File: config.mk
export PLATFORM = sky130hd
export DESIGN_NAME = uart_cmd_responder_flat
export DESIGN_NICKNAME = d
export VERILOG_FILES = /design/src/rtl/uart_cmd_responder_if.sv /design/src/rtl/uart_cmd_responder.sv /design/src/flat_wrapper.sv
export SDC_FILE = /design/constraint.sdc
export NUM_CORES = 1
export LEC_CHECK = 0
export ABC_AREA = 1
export CORE_ASPECT_RATIO = 0.75
export CORE_MARGIN = 2
export CORE_UTILIZATION = 35
export CTS_CLUSTER_DIAMETER = 30
export DETAILED_ROUTE_END_ITERATION = 10
export PLACE_DENSITY_LB_ADDON = 0.15
export SETUP_SLACK_MARGIN = 0.1
export SYNTH_ARGS = -nofsm -noshare
export SYNTH_HDL_FRONTEND = slang
export SYNTH_SLANG_ARGS = --single-unit
File: constraint.sdc
create_clock -name clk -period 2 [get_ports clk]
set_input_delay 0.4 -clock clk [delete_from_list [all_inputs] [get_ports clk]]
set_output_delay 0.4 -clock clk [all_outputs]
set_load 0.02 [all_outputs]
File: src/rtl/uart_cmd_responder_if.sv
// Byte handshake bundle between the UART receiver/transmitter pair and the command responder.
// The master side is the UART top level; the slave side is the responder.
interface uart_cmd_responder_if;
   logic       rx_output_data_valid;
   logic [7:0] rx_output_data;
   logic [7:0] tx_input_data;
   logic       tx_input_data_valid;
   logic       tx_output_ready;

   modport master (
      output rx_output_data_valid,
      output rx_output_data,
      output tx_output_ready,
      input  tx_input_data,
      input  tx_input_data_valid
   );

   modport slave (
      input  rx_output_data_valid,
      input  rx_output_data,
      input  tx_output_ready,
      output tx_input_data,
      output tx_input_data_valid
   );
endinterface

File: src/rtl/uart_cmd_responder.sv
// Remote end of the UART register protocol: decodes read/write command bytes against a
// 16 x 8-bit register file and answers each command with exactly one response byte.
module uart_cmd_responder #(
   parameter int         TimeoutCycles = 20000,
   parameter logic [7:0] AckByte       = 8'h06,
   parameter logic [7:0] NakByte       = 8'h15
) (
   input  logic                clk,
   input  logic                rst_n,
   uart_cmd_responder_if.slave bus,
   output logic [7:0]          ctrl_out,
   output logic [7:0]          err_count
);
   localparam int TimerWidth = (TimeoutCycles > 2) ? $clog2(TimeoutCycles) : 1;
   localparam logic [TimerWidth-1:0] TimerLast = TimerWidth'(TimeoutCycles - 1);
   localparam logic [TimerWidth-1:0] TimerOne  = TimerWidth'(1);
   localparam logic [TimerWidth-1:0] TimerZero = TimerWidth'(0);

   localparam logic [1:0] ST_IDLE      = 2'd0;
   localparam logic [1:0] ST_WAIT_DATA = 2'd1;
   localparam logic [1:0] ST_RESP      = 2'd2;
   localparam logic [2:0] HEADER       = 3'b010;

   logic [1:0]            state_r, state_s;
   logic [TimerWidth-1:0] timer_r, timer_s;
   logic [3:0]            addr_r, addr_s;
   logic [7:0]            resp_r, resp_s;
   logic                  valid_r, valid_s;
   logic [7:0]            err_r, err_s;
   logic                  err_inc_s;
   logic                  wr_en_s;
   logic [7:0]            regs_r [16];

   function automatic logic [7:0] sat_inc8(input logic [7:0] value);
      if (value == 8'hFF) begin
         return 8'hFF;
      end else begin
         return value + 8'h01;
      end
   endfunction

   // Next-state decode for the command protocol.
   always_comb begin
      state_s   = state_r;
      timer_s   = timer_r;
      addr_s    = addr_r;
      resp_s    = resp_r;
      valid_s   = valid_r;
      err_inc_s = 1'b0;
      wr_en_s   = 1'b0;
      case (state_r)
         ST_IDLE: begin
            if (bus.rx_output_data_valid) begin
               if (bus.rx_output_data[6:4] != HEADER) begin
                  resp_s    = NakByte;
                  valid_s   = 1'b1;
                  err_inc_s = 1'b1;
                  state_s   = ST_RESP;
               end else if (bus.rx_output_data[7]) begin
                  addr_s  = bus.rx_output_data[3:0];
                  timer_s = TimerZero;
                  state_s = ST_WAIT_DATA;
               end else begin
                  resp_s  = regs_r[bus.rx_output_data[3:0]];
                  valid_s = 1'b1;
                  state_s = ST_RESP;
               end
            end else begin
               state_s = ST_IDLE;
            end
         end
         ST_WAIT_DATA: begin
            // A data byte on the timeout cycle still completes the write.
            if (bus.rx_output_data_valid) begin
               wr_en_s = 1'b1;
               resp_s  = AckByte;
               valid_s = 1'b1;
               state_s = ST_RESP;
            end else if (timer_r == TimerLast) begin
               resp_s    = NakByte;
               valid_s   = 1'b1;
               err_inc_s = 1'b1;
               state_s   = ST_RESP;
            end else begin
               timer_s = timer_r + TimerOne;
            end
         end
         ST_RESP: begin
            err_inc_s = bus.rx_output_data_valid;
            if (valid_r && bus.tx_output_ready) begin
               valid_s = 1'b0;
               state_s = ST_IDLE;
            end else begin
               valid_s = 1'b1;
            end
         end
         default: begin
            valid_s = 1'b0;
            state_s = ST_IDLE;
         end
      endcase
      if (err_inc_s) begin
         err_s = sat_inc8(err_r);
      end else begin
         err_s = err_r;
      end
   end

   // Protocol state, response holding register and error counter.
   always_ff @(posedge clk or negedge rst_n) begin
      if (!rst_n) begin
         state_r <= ST_IDLE;
         timer_r <= TimerZero;
         addr_r  <= 4'h0;
         resp_r  <= 8'h00;
         valid_r <= 1'b0;
         err_r   <= 8'h00;
      end else begin
         state_r <= state_s;
         timer_r <= timer_s;
         addr_r  <= addr_s;
         resp_r  <= resp_s;
         valid_r <= valid_s;
         err_r   <= err_s;
      end
   end

   // Register file; written only when a write's data byte arrives.
   always_ff @(posedge clk or negedge rst_n) begin
      if (!rst_n) begin
         for (int i = 0; i < 16; i++) begin
            regs_r[i] <= 8'h00;
         end
      end else if (wr_en_s) begin
         regs_r[addr_r] <= bus.rx_output_data;
      end else begin
         regs_r[addr_r] <= regs_r[addr_r];
      end
   end

   assign bus.tx_input_data       = resp_r;
   assign bus.tx_input_data_valid = valid_r;
   assign ctrl_out                = regs_r[0];
   assign err_count               = err_r;
endmodule

File: src/flat_wrapper.sv
// flat-port wrapper written by rule: the top's interface ports become plain ports
module uart_cmd_responder_flat 
#(
   parameter int         TimeoutCycles = 20000,
   parameter logic [7:0] AckByte       = 8'h06,
   parameter logic [7:0] NakByte       = 8'h15
)
  (clk, rst_n, ctrl_out, err_count, bus_rx_output_data_valid, bus_rx_output_data, bus_tx_output_ready, bus_tx_input_data, bus_tx_input_data_valid);
  uart_cmd_responder_if bus_i ();
  input  logic clk;
  input  logic rst_n;
  output logic [7:0] ctrl_out;
  output logic [7:0] err_count;
  input wire logic [$bits(bus_i.rx_output_data_valid)-1:0] bus_rx_output_data_valid;
  input wire logic [$bits(bus_i.rx_output_data)-1:0] bus_rx_output_data;
  input wire logic [$bits(bus_i.tx_output_ready)-1:0] bus_tx_output_ready;
  output wire logic [$bits(bus_i.tx_input_data)-1:0] bus_tx_input_data;
  output wire logic [$bits(bus_i.tx_input_data_valid)-1:0] bus_tx_input_data_valid;
  assign bus_i.rx_output_data_valid = bus_rx_output_data_valid;
  assign bus_i.rx_output_data = bus_rx_output_data;
  assign bus_i.tx_output_ready = bus_tx_output_ready;
  assign bus_tx_input_data = bus_i.tx_input_data;
  assign bus_tx_input_data_valid = bus_i.tx_input_data_valid;
  uart_cmd_responder #(.TimeoutCycles(TimeoutCycles), .AckByte(AckByte), .NakByte(NakByte)) u_core (.clk(clk), .rst_n(rst_n), .bus(bus_i), .ctrl_out(ctrl_out), .err_count(err_count));
endmodule
==> results of run 1 <==
==> cells by family (layout without fill, tap and decap cells) <==
logic type / after synthesis / after routing
simple gates: 1077 / 1078
fa+ha+maj: 2 / 2
flops: 166 / 166
buf+inv: 228 / 303
xor+xnor: 4 / 4
compound gates: 199 / 199
==> area by class of cell <==
class	instances	area, sq um	share of cell area [%]
tap	399	499	3.91
inverter	133	509	3.99
sequential	166	4160	32.6
timing repair buffer	138	1440	11.3
multi-input combinational	1283	5520	43.2
clock inverter	14	196	1.54
clock buffer	18	439	3.44
==> flip-flops by register name, summed over array words and instances, names as in the netlist <==
register and flops:
u_core.err_count 8, u_core.timer_r 15, u_core.bus.tx_input_data_valid 1, u_core.state_r 2, u_core.regs_r 120, u_core.ctrl_out 8
u_core.addr_r 4, u_core.bus.tx_input_data 8
==> metrics by stage <==
stage	cell area, sq um	setup TNS (ns)	util [%]	total power [uW]
after floorplan	10600	0	-	11300
after global placement	11900	-0.363	39.8	14300
after detailed placement	11900	-0.418	39.8	14400
after CTS	12600	0	41.9	18100
after global routing	12800	0	42.5	19900
final	12800	0	42.5	18400
==> layer usage <==
layer  wire [um]  GRT usage [%]  share of wire, %  vias up
li1            -              -                 -     5342
met5           0              0                 0        -
met1       18600           35.7                51     5050
met4         500           5.52               1.4        0
met3        2080           4.59               5.7       32
met2       15100           34.2                42      303
==> cell usage in the layout (no fill, tap or decap), types with 2 or more instances in the layout <==
cell               n
nand3_2            3
nand4_1           15
bufinv_16          4
inv_2              8
o21ai_0           78
nand3_1          101
nand2_4            7
clkinvlp_4         5
buf_6              7
nor2_1           174
dfrtp_2            2
xor2_1             3
o211ai_1          17
o21ai_1           39
inv_6              3
buf_12            23
clkinv_2           2
clkinv_1           4
a21oi_1           48
dlymetal6s2s_1     3
inv_1            118
nor2_4             3
nor3_1             4
nand2_2            7
nand2_1          749
dfrtp_1          164
nor2_2            13
dlygate4sd2_1     13
clkdlybuf4s50_1   18
buf_4             71
clkinv_4           2
o21bai_1          16
clkbuf_16         18
==> path summary, 6_finish.rpt <==
path / from / to / slack (ns)
worst min-delay path: rst_n / u_core.regs_r[18] / 0.44
worst max-delay path: u_core.bus.tx_input_data[7] / bus_tx_input_data[7] / 0.15
max in group asynchronous: rst_n / u_core.bus.tx_input_data[6] / 0.92
worst max register to register: u_core.addr_r[0] / u_core.regs_r[103] / 0.19
min in group clk: u_core.regs_r[70] / u_core.regs_r[70] / 0.48
worst min register to register: u_core.regs_r[70] / u_core.regs_r[70] / 0.48
==> timing repair <==
action | CTS | global route
endpoints found under the hold margin | 34 | 0
buffers inserted | 1 | 5
cloned | 0 | 2
hold buffers | 1 | 0
gates resized for setup | 14 | 40
endpoints found under the setup margin | 61 | 103
pin swaps | 0 | 5
==> power by group <==
part / switching [uW] / total, uW / leakage, uW / internal [uW]
clock network: 1530 / 3670 / 0.000303 / 2130
logic: 5590 / 8890 / 0.00459 / 3310
registers: 1150 / 5860 / 0.00193 / 4710
total: 8270 / 18400 / 0.00682 / 10200
==> parameters.txt, run 1 <==
Parameter                              Value

Power
  Power per unit of standard cell area    between 1000 and 1500 nW/um^2
  Leakage power summed over all cells    0.00682 uW
  Worst-case vdd ir drop    between 0.6 and 0.7 mV

Clock network
  Clock latency on the worst-skew pair    between 0.4 and 0.5 ns
  Deepest clock path buffer count    2
  Clock Tree Root    clkbuf_16
  Total number of H-tree levels    4
  Clock sink count    between 150 and 200
  Number of buffers added by the clock tree synthesis step    17
  TritonCTS clock tree    yes
  Clock slew seen by the registers of the worst setup and hold paths    around 0.070 ns

STA
  Worst hold margin    roughly 0.44 ns
  Final period demand of the worst path    about 1.8 ns
  Slew of the pin with the lowest slew margin    0.738 ns
  Final-report hold violation count    0
  RSZ-0062 raised after global routing    yes
  Post-route fraction of the period consumed by the critical path    slightly above 90%
  Worst relative slew slack    approximately half
  Final critical-path setup slack    roughly 0.15 ns
  Highest attainable clock frequency    roughly 540 MHz
  Maximum clock skew at final layout    between 0.01 and 0.015 ns
  Pins Over Slew Limit    0
  Count of final setup violators    0

Setup path
  Ordered cell list for the critical path    clkdlybuf4s50_1
  Crit-path slowest cell    clkdlybuf4s50_1
  Largest delay contributor family on the critical path    buffers and inverters
  Startpoint-to-endpoint class of the critical path    flip-flop to output port
  Number of cells on the critical path    1
  WP data required    ~1.6 ns
  Reg2Reg Depth    12
  Maximum fanout along the worst path    2
  Worst EP arrival    1.45 ns
  Crit path largest cell delay    between 0.6 and 0.7 ns
  Critical Path End Type    output port
  Buffers plus inverters on the worst setup path    1
  Critical path startpoint category    flip-flop

GRT
  First-pass GRT wire length    ~58000 um
  Overall Global Routing Usage    a little under a quarter
  Overflow after GRT    0
  Via count of the first global-routing pass    10000
  Number of antenna violations at the first check in global routing    0
  Largest net degree at the start of global routing    44

Layout
  Growth of design area from synthesis to finish    20.0%
  Share of cells above drive strength 1    between 10% and 20%
  NumNets Final    about 1800
  Non-filler instance count after layout    2151
  Number of antenna diodes    0
  Final-layout fill cell count    about 3200

Synth
  Most used standard cell by instance count after synthesis    nand2_1
  Largest family of logic cells by synthesized area    simple AND/OR/NAND/NOR gates
  Flip-flop and latch count after synthesis    around 170
  Main flop type after synthesis    dfrtp_1
  Avg Synthesized Cell Area    approximately 6.3 sq um
  Most instantiated cells after synthesis    nand2_1, nor2_1, dfrtp_1
  Share of the synthesized area in compound gates (AO/OA/AOI/OAI)    just over 10%
  Number of enable-type register cells in the synthesized netlist    0
  Main area contributors after synthesis    dfrtp_1, nand2_1, nor2_1
  Post-synth cell types    29
  Synthesized netlist cell count    1676
  Mapped Nets    roughly 1700
  Fraction of post-synthesis cell area in the top cell type by area    about two fifths
  Fraction of synthesized area in multiplexers    0%
  Combined area of all synthesized cells    10600 sq um
  Basic-gate share of the synthesized area counting and, or, nand and nor cells    approximately two fifths
  Xor and xnor area share after synthesis    less than 1%
  Post-synthesis share of cell area spent on full adders, half adders and majority gates    0.235%
  Share of flip-flops with an asynchronous set or reset    100%
  Ys Warns    0
  Sequential share of the synthesized area    a little under 40%
  Largest area contributor in the netlist    dfrtp_1

Route
  Count of unresolved DRC violations after routing    0
  Detailed-route wire length per cell    around 17 um
  Routed vias/inst    4.99
  Number of design-rule violations left by the first detailed-router iteration    around 840
  Detail Route Antenna Nets    0
  Count of TritonRoute iterations in the first routing pass    5
  Final routed wirelength across all metal layers    ~36000 um
  Total vias in the final route    10700

Die
  Core region area    about 30000 sq um
  Total number of placement rows    55
  Overall die height    between 150 and 200 um
  Die span in x    205 um
  Num ports    37
  Initial cell density of the core    a little over a third
  Area of the die    31800 sq um

Placement
  Setup WS pre-CTS    -0.0894 ns
  Half-perimeter wire length after detailed placement    around 25000 um
  Routability-driven placement congestion ratio    about 0.87
  Number of buffer cells added on primary ports    36
  Number of placed instances, taps included    roughly 2100

Status
  Status    completed

Run
  MaxCap Viol Count    0

Worst hold path
  Worst min-delay path class    primary input to asynchronous set/reset pin
(Power assumes the default switching activity.)
==> run 2: changes to the inputs <==
SKIP_CTS_REPAIR_TIMING = 1   (was not set)
==> run 2 against run 1 <==
Sequential power hardly changed. First-iteration DRC count up 13%. Die area stayed put. Utilization increased by 1.0 points. Via count grew 1.3%. Sequential cell count unchanged. Sequential share of layout area shrank 0.74 points. Global-route usage about the same. Hold slack got worse by 0.0043 ns. Clock skew hardly changed. Fmax about the same. Critical endpoint unchanged. Largest cell class unchanged. Highest routed layer unchanged.
==> parameters.txt, run 2 (synthesis results as in run 1) <==
Parameter                              Value

STA
  Post-route fraction of the period consumed by the critical path    92.2% (about the same)
  Sum of negative setup slack    0 ns (unchanged)
  Final period demand of the worst path    1.84 ns (-0.00169 ns)
  Pins Over Slew Limit    0 (unchanged)
  Count of final setup violators    0 (unchanged)
  Worst relative slew slack    54.6% (+3.9 points)
  Slew of the pin with the lowest slew margin    0.680 ns (-0.0578 ns)
  Final-report hold violation count    0 (unchanged)
  RSZ-0062 raised after global routing    yes
  Final critical-path setup slack    0.155 ns (+0.00169 ns)
  Maximum clock skew at final layout    0.0109 ns (+0.000435 ns)
  Highest attainable clock frequency    542 MHz (about the same)

Setup path
  Crit. Startpoint    u_core.bus.tx_input_data[7]
  Crit path largest cell delay    0.63 ns (about the same)
  Number of cells on the critical path    1 (unchanged)
  Reg2Reg Depth    12 (unchanged)
  Crit path capture    bus_tx_input_data[7]
  R2r setup slk    0.16 ns (-0.03 ns)
  Origin of the critical flop-to-flop path    u_core.addr_r[0]
  Largest delay contributor family on the critical path    buffers and inverters
  WP data required    1.60 ns (about the same)
  Critical R2R Capture    u_core.regs_r[36]
  Ordered cell list for the critical path    clkdlybuf4s50_1
  Crit-path slowest cell    clkdlybuf4s50_1
  Critical path startpoint category    flip-flop
  Buffers plus inverters on the worst setup path    1 (unchanged)
  Critical Path End Type    output port
  Maximum fanout along the worst path    2 (unchanged)
  Startpoint-to-endpoint class of the critical path    flip-flop to output port
  Worst EP arrival    1.44 ns (about the same)

Route
  Total vias in the final route    10900 (+1.3%)
  Count of TritonRoute iterations in the first routing pass    5 (unchanged)
  Detailed-route wire length per cell    17.1 um (+1.7%)
  Final routed wirelength across all metal layers    37000 um (+2.2%)
  Routed vias/inst    5.03 (+0.86%)
  Number of design-rule violations left by the first detailed-router iteration    946 (+13%)
  Detail Route Antenna Nets    0 (unchanged)
  Count of unresolved DRC violations after routing    0 (unchanged)

Power
  Final total power    19000 uW (+3.3%)
  Worst-case vdd ir drop    0.625 mV (+1.0%)
  Leakage power summed over all cells    0.00706 uW (+3.5%)
  Power per unit of standard cell area    1460 nW/um^2 (+0.89%)

Die
  Overall die height    155 um (unchanged)
  Core region area    30000 sq um (unchanged)
  Area of the die    31800 sq um (unchanged)
  Num ports    37 (unchanged)
  Die span in x    205 um (unchanged)
  Total number of placement rows    55 (unchanged)
  Initial cell density of the core    35.5% (unchanged)

Worst hold path
  Worst min-delay path class    primary input to asynchronous set/reset pin

Placement
  Number of buffer cells added on primary ports    36 (unchanged)
  Setup WS pre-CTS    -0.0894 ns (unchanged)
  Half-perimeter wire length after detailed placement    25100 um (unchanged)
  Routability-driven placement congestion ratio    0.868 (unchanged)

GRT
  Number of antenna violations at the first check in global routing    0 (unchanged)
  First-pass GRT wire length    57500 um (about the same)
  Overall Global Routing Usage    23.5% (about the same)
  Via count of the first global-routing pass    9992 (-0.17%)
  Overflow after GRT    0 (unchanged)
  Largest net degree at the start of global routing    44 (unchanged)

Clock network
  TritonCTS clock tree    yes
  Clock latency on the worst-skew pair    0.46 ns (about the same)
  Clock sink count    166 (unchanged)
  Deepest clock path buffer count    2 (unchanged)
  Total number of H-tree levels    4 (unchanged)
  Clock slew seen by the registers of the worst setup and hold paths    0.08 ns (about the same)
  Clock Tree Root    clkbuf_16
  Number of buffers added by the clock tree synthesis step    17 (unchanged)

Layout
  Number of antenna diodes    0 (unchanged)
  Core occupancy in the finished layout    43.6% (+1.0 points)
  Largest regs    u_core.regs_r x120, u_core.timer_r x15
  Number of flip-flops under the largest register name    120 (unchanged)
  Share of cells above drive strength 1    12.3% (+1.8 points)
  Commonest non-fill, non-tap cell in the layout    nand2_1
  NumNets Final    1763 (+0.57%)
  Most frequent cells in the layout    nand2_1, nor2_1, dfrtp_1
  Growth of design area from synthesis to finish    22.9%
  Most flops, register    u_core.regs_r

Status
  Status    completed

Run
  MaxCap Viol Count    0 (unchanged)
-- run 2: changes by cell type in the layout (fill, tap and decap cells not counted), moves of 7 or more --
cell | previous run | this run
nand2_2 | 7 | 24
dlymetal6s2s_1 | 3 | 16
nand2_1 | 749 | 732
o21ai_1 | 39 | 46
o21ai_0 | 78 | 70
dlygate4sd2_1 | 13 | 0
-- run 2: how the worst min path moves through the flow --
stage	from	end	slack, ns
after floorplan	rst_n	u_core.addr_r[0]	0.10
after global routing	rst_n	u_core.regs_r[18]	0.46
final	rst_n	u_core.regs_r[18]	0.44
after detailed placement	rst_n	u_core.regs_r[18]	0.36
after CTS	rst_n	u_core.regs_r[18]	-0.14
after global placement	rst_n	u_core.regs_r[18]	0.37
-- run 2: routing by layer --
layer  vias up  routed length [um]  GRT usage, %  part of all wire [%]
li1       5361                   -             -                     -
met1      5122               18700          35.7                    50
met2       352               15500          34.2                    42
met3        35                2380          4.61                   6.4
met4         0                 541          5.45                   1.5
met5         -                   0             0                     0
-- run 2: power breakdown --
part,internal [uW],switching (uW)
Clock,2130,1540
Sequential,4720,1160
Combinational,3650,5840
Total,10500,8530
-- run 2: final cells by class --
cell class,instances,area (sq um)
timing repair buffer,148,1660
fill,3174,16900
tap,399,499
inverter,133,519
multi-input combinational,1283,5600
clock buffer,18,439
sequential,166,4160
clock inverter,14,196
-- run 2: through the flow --
| step | cells | hold slack, ns | instance area, sq um |
|---|---|---|---|
| 6_report | 2161 | 0.437 | 13100 |
| 5_1_grt | 2161 | 0.464 | 13100 |
| 4_1_cts | 2142 | -0.145 | 12600 |
| 3_5_place_dp | 2110 | 0.363 | 11900 |
| 3_3_place_gp | 2110 | 0.367 | 11900 |
| 2_1_floorplan | 1676 | 0.104 | 10600 |
